$ cat config.mk
export PLATFORM = sky130hd
export DESIGN_NAME = cpu_controller
export DESIGN_NICKNAME = d
export VERILOG_FILES = /design/src/rtl/cpu_controller.sv
export SDC_FILE = /design/constraint.sdc
export NUM_CORES = 1
export LEC_CHECK = 0
export CORE_AREA = 2 2 39 41
export DETAILED_ROUTE_END_ITERATION = 6
export DIE_AREA = 0 0 41 43
export GPL_ROUTABILITY_DRIVEN = 0
export PLACE_DENSITY = 0.55
export REMOVE_ABC_BUFFERS = 1
export SYNTH_ARGS = -nofsm -noshare
export SYNTH_HDL_FRONTEND = slang
export SYNTH_SLANG_ARGS = --single-unit
$ cat constraint.sdc
create_clock -name clk -period 1.45 [get_ports clk]
set_input_delay 0.2175 -clock clk [delete_from_list [all_inputs] [get_ports clk]]
set_output_delay 0.2175 -clock clk [all_outputs]
set_load 0.005 [all_outputs]
$ cat src/rtl/cpu_controller.sv
// cpu_controller: 8-phase instruction sequencer for the 8-bit accumulator CPU.
// It turns the phase, the IR opcode and the ALU zero flag into datapath strobes.
// A HLT instruction sets a sticky halt that only reset clears.
// Optional feature: define CPU_CTRL_RETIRE_CNT_EN to add the saturating retire_cnt output.
//
// phase      | meaning
// INST_ADDR  | instruction address on the bus
// INST_FETCH | instruction memory read
// INST_LOAD  | IR captures the instruction
// IDLE       | IR load held one more cycle
// OP_ADDR    | PC increment; HLT is detected on the exit edge
// OP_FETCH   | operand read for ALU ops (halted phases park here)
// ALU_OP     | accumulator load, SKZ skip, JMP load
// STORE      | STO write; JMP load completes

package cpu_controller_pkg;
  typedef enum logic [2:0] {
    HLT = 3'd0,
    SKZ = 3'd1,
    ADD = 3'd2,
    AND = 3'd3,
    XOR = 3'd4,
    LDA = 3'd5,
    STO = 3'd6,
    JMP = 3'd7
  } opcode_t;
endpackage

module cpu_controller
  import cpu_controller_pkg::*;
#(
  parameter int unsigned RETIRE_W = 16
) (
  input  logic                clk,
  input  logic                rst_n,
  input  opcode_t             opcode,
  input  logic                zero,
  output logic                mem_rd,
  output logic                mem_wr,
  output logic                load_ir,
  output logic                load_ac,
  output logic                load_pc,
  output logic                inc_pc,
  output logic                halt
`ifdef CPU_CTRL_RETIRE_CNT_EN
  ,
  output logic [RETIRE_W-1:0] retire_cnt
`endif
);

  typedef enum logic [2:0] {
    INST_ADDR  = 3'd0,
    INST_FETCH = 3'd1,
    INST_LOAD  = 3'd2,
    IDLE       = 3'd3,
    OP_ADDR    = 3'd4,
    OP_FETCH   = 3'd5,
    ALU_OP     = 3'd6,
    STORE      = 3'd7
  } phase_t;

  phase_t phase_q, phase_d;
  logic   halt_q, halt_d;
  logic   alu_op;

  // Phase and sticky-halt registers; reset returns to the start of a fetch.
  always_ff @(posedge clk or negedge rst_n) begin
    if (!rst_n) begin
      phase_q <= INST_ADDR;
      halt_q  <= 1'b0;
    end else begin
      phase_q <= phase_d;
      halt_q  <= halt_d;
    end
  end

  // Next phase and datapath strobes; everything is held at zero once halted.
  always_comb begin
    phase_d = phase_q;
    halt_d  = halt_q;
    mem_rd  = 1'b0;
    mem_wr  = 1'b0;
    load_ir = 1'b0;
    load_ac = 1'b0;
    load_pc = 1'b0;
    inc_pc  = 1'b0;
    alu_op  = (opcode == ADD) || (opcode == AND) || (opcode == XOR) || (opcode == LDA);
    if (!halt_q) begin
      phase_d = phase_t'(phase_q + 3'd1);
      case (phase_q)
        INST_ADDR: ;
        INST_FETCH: mem_rd = 1'b1;
        INST_LOAD, IDLE: begin
          mem_rd  = 1'b1;
          load_ir = 1'b1;
        end
        OP_ADDR: begin
          // HLT still bumps the PC so it parks at the address after the HLT.
          inc_pc = 1'b1;
          if (opcode == HLT) halt_d = 1'b1;
        end
        OP_FETCH: mem_rd = alu_op;
        ALU_OP: begin
          mem_rd  = alu_op;
          load_ac = alu_op;
          inc_pc  = (opcode == SKZ) && zero;
          load_pc = (opcode == JMP);
        end
        STORE: begin
          // JMP drives both PC controls; the PC resolves this in favour of the load.
          mem_rd  = alu_op;
          load_ac = alu_op;
          load_pc = (opcode == JMP);
          inc_pc  = (opcode == JMP);
          mem_wr  = (opcode == STO);
        end
        default: ;
      endcase
    end
  end

  assign halt = halt_q;

`ifdef CPU_CTRL_RETIRE_CNT_EN
  logic [RETIRE_W-1:0] retire_q, retire_d;

  // Count completed instructions on the STORE->INST_ADDR edge, saturating at all-ones.
  always_comb begin
    retire_d = retire_q;
    if (!halt_q && (phase_q == STORE) && (retire_q != {RETIRE_W{1'b1}}))
      retire_d = retire_q + 1'b1;
  end

  // Retired-instruction counter register.
  always_ff @(posedge clk or negedge rst_n) begin
    if (!rst_n) retire_q <= '0;
    else        retire_q <= retire_d;
  end

  assign retire_cnt = retire_q;
`endif

endmodule

==> metrics.md <==
| Metric | Value |
|---|---|
| Status | finished with violations |
| Failing checks | setup timing |
| Die height | 43 um |
| Number of fill cells | 123 |
| Net count, final | 88 |
| Final period utilization | 120.9% |
| Grt total ovfl | 0 |
| Fin crit period | 1.753 ns |
| Clock root cell | clkbuf_4 |
| Clock Pin Slew Worst Setup and Hold Paths | 0.04 ns |
| #FFs+latches synth | 4 |
| Drc violations | 0 |
| Wire per inst | 11.73 um |
| CTS tree | yes |
| Setup_tns | -1.396 ns |
| Largest area contributor in the netlist | dfrtp_1 |
| Synth Warn # | 0 |
| N_diodes | 0 |
| GRT Total Usage | 13.18% |
| Mapped cell area | 335.3 sq um |
| Die width | 41 um |
| First-pass GRT wire length | roughly 1500 um |
| H-Tree Depth | 1 |
| Finished Layout Cells | 90 |
| Int Pwr | 0.0002255 W |
| Mean Syn Cell Area | ~8.8 sq um |
| Antenna Violating Nets Remaining | 0 |
| Final Max Slew Viols | 0 |
| IO Pins | 13 |
| Worst VDD drop | around 0.30 mV |
| Ys flop type | dfrtp_1 |
| Reg power frac | 39.7% |
| RSZ-0062 raised after global routing | yes |
| DP Worst Slack | -0.5370 ns |
| Number of flops mapped to enable cells by yosys | 0 |
| Area grow syn2layout | 117.5% |
| Max Cap Viol | 0 |
| Initial drt markers | 2 |
| Fmax | between 500 and 600 MHz |
| Yosys top cell area share | 29.85% |
| Final WS setup | -0.3029 ns |
| Final instance area | about 730 sq um |
| Layout Skew | around 0.00077 ns |
| Slew HR | 83.89% |
| Worst r2r src | phase_q[0] |
| Cell Area, Placed | 583.1 sq um |
| Layout cell share with drive strength beyond 1 | 59.46% |
| Core Box Area | about 1400 sq um |
| Switching pwr | 0.00005749 W |
| DRT Pass-1 Iters | 4 |
| Register-to-Register Setup Slack | 0.09 ns |
| Class of the worst hold path | input port to asynchronous set/reset pin |
| Total clock sinks | 4 |
| Die Area | ~1800 sq um |
| Post-DP HPWL | 707 um |
| Synth area leaders | dfrtp_1 30%, ha_1 22%, nand4_1 5.6% |
| Combinational share of power | 12.4% |
| Post-Route WL | 1056 um |
| Initial antenna violation count | 0 |
| Rows | 14 |
| Crit Path Class | flip-flop to output pin |
| Clk pwr share | between 40% and 50% |
| Switching share of power | approximately a fifth |
| Commonest cells in the netlist | 6 x ha_1, 5 x nor2_1, 4 x dfrtp_1, 4 x inv_1, 3 x nand4_1 |
| Leakage | 0.3175 nW |
| Clock tree buffer depth | 2 |
| Final setup vio count | 6 |
| FF-to-FF End | phase_q[1] |
| Synth async-reset ratio | 100.0% |
| Pwr dens | 387.9 nW/um^2 |
| Critical Path RT | 1.23 ns |
| Skew-Pair Late Insertion Delay | 0.23 ns |
| DP Cell Count | 80 |
| Vias per cell | 4.678 |
| Fin. Hold Viols | 0 |
| Overall power | approximately 0.00028 W |
| Pin count of the biggest net entering global routing | 6 |
| Initial Util | 24.23% |
| Crit path max fanout | 3 |
| FF-to-FF path depth | 5 |
| CTS buffer count | 3 |
| Worst Tran Pin Value | 0.2391 ns |
| Unique masters post-synth | 18 |
| Vias in the first global route | between 300 and 400 |
| Post-synthesis sequential area ratio | about 30% |
| Worst setup SP type | flip-flop |
| Count leader, synth | ha_1 |
| Port-buffer cells | 12 |
| CP Data Arrival Time | 1.54 ns |
| Mapped Cells | 38 |
| DR vias | 421 |
| Crit end category | output pin |
==> worst max path at each step <==
| stage | slack, ns | startpoint | to |
|---|---|---|---|
| 2_1_floorplan | -0.02 | phase_q[0] | inc_pc |
| 3_3_place_gp | -0.52 | opcode[1] | inc_pc |
| 3_5_place_dp | -0.54 | opcode[1] | inc_pc |
| 4_1_cts | -0.36 | phase_q[0] | inc_pc |
| 5_1_grt | -0.40 | phase_q[0] | inc_pc |
| 6_report | -0.30 | phase_q[0] | inc_pc |
==> worst max-delay path, stage by stage (launching register included) <==
cell     delay, ns
dfrtp_1       0.41
inv_2         0.10
ha_4          0.14
nand4_1       0.08
or3_1         0.32
a31oi_1       0.13
buf_2         0.13
==> area by class of cell <==
type | instances | area, sq um | share of cell area (%)
multi-input cells | 29 | 301.5 | 41.34
repair buffers | 34 | 269.0 | 36.88
flip-flops and latches | 4 | 101.3 | 13.89
clock buffers | 3 | 22.52 | 3.087
well taps | 16 | 20.02 | 2.744
inverters | 4 | 15.01 | 2.058
==> registers in the layout (all words and copies together) (netlist names) <==
signal,flops
halt,1
phase_q,3
==> routing by layer <==
layer  share of wire [%]  global-route usage [%]
met4                   0                   4.000
met2                  51                   23.13
met3                 5.0                   6.283
met1                  44                   12.62
met5                   0                       0
==> stage by stage <==
stage          hold WS (ns)  util (%)
2_1_floorplan      -0.07809         -
3_3_place_gp         0.4283     42.13
3_5_place_dp         0.4355     42.13
4_1_cts              0.1848     48.19
5_1_grt              0.1948     52.71
6_report             0.1892     52.71
==> power groups by stage <==
stage          clock, W  sequential, W  combinational (W)
6_report       0.000136       0.000112          0.0000350
5_1_grt        0.000153       0.000112          0.0000373
4_1_cts        0.000144       0.000112          0.0000336
3_5_place_dp          0       0.000114          0.0000332
3_3_place_gp          0       0.000114          0.0000329
2_1_floorplan         0       0.000114         0.00000379
==> layout by cell type, fill, tap and decap left out, types with 2 or more instances in the layout <==
master	netlist	layout
xnor2_1	2	2
nor2_1	5	4
nor3_1	2	2
ha_4	0	4
buf_6	0	4
nand4_1	3	3
dfrtp_1	4	3
clkdlybuf4s50_1	0	5
inv_1	4	3
buf_2	1	6
buf_4	0	18
clkbuf_4	0	3
==> timing repair <==
| action | CTS | global route |
|---|---|---|
| endpoints found under the hold margin | 0 | 0 |
| endpoints found under the setup margin | 7 | 7 |
| hold buffers | 0 | 0 |
| resized for setup | 36 | 11 |
| setup buffers | 4 | 3 |
| pin swaps | 4 | 4 |
==> cell families (layout without fill, tap and decap cells) <==
| family | after synthesis | count (layout) | synth area share [%] |
|---|---|---|---|
| flops | 4 | 4 | 29.85 |
| compound gates | 6 | 6 | 11.57 |
| xor+xnor | 2 | 2 | 5.225 |
| simple gates | 13 | 13 | 18.66 |
| buf+inv | 5 | 41 | 5.967 |
| fa+ha+maj | 6 | 6 | 22.39 |
| mux | 2 | 2 | 6.343 |
(Power assumes the default switching activity.)
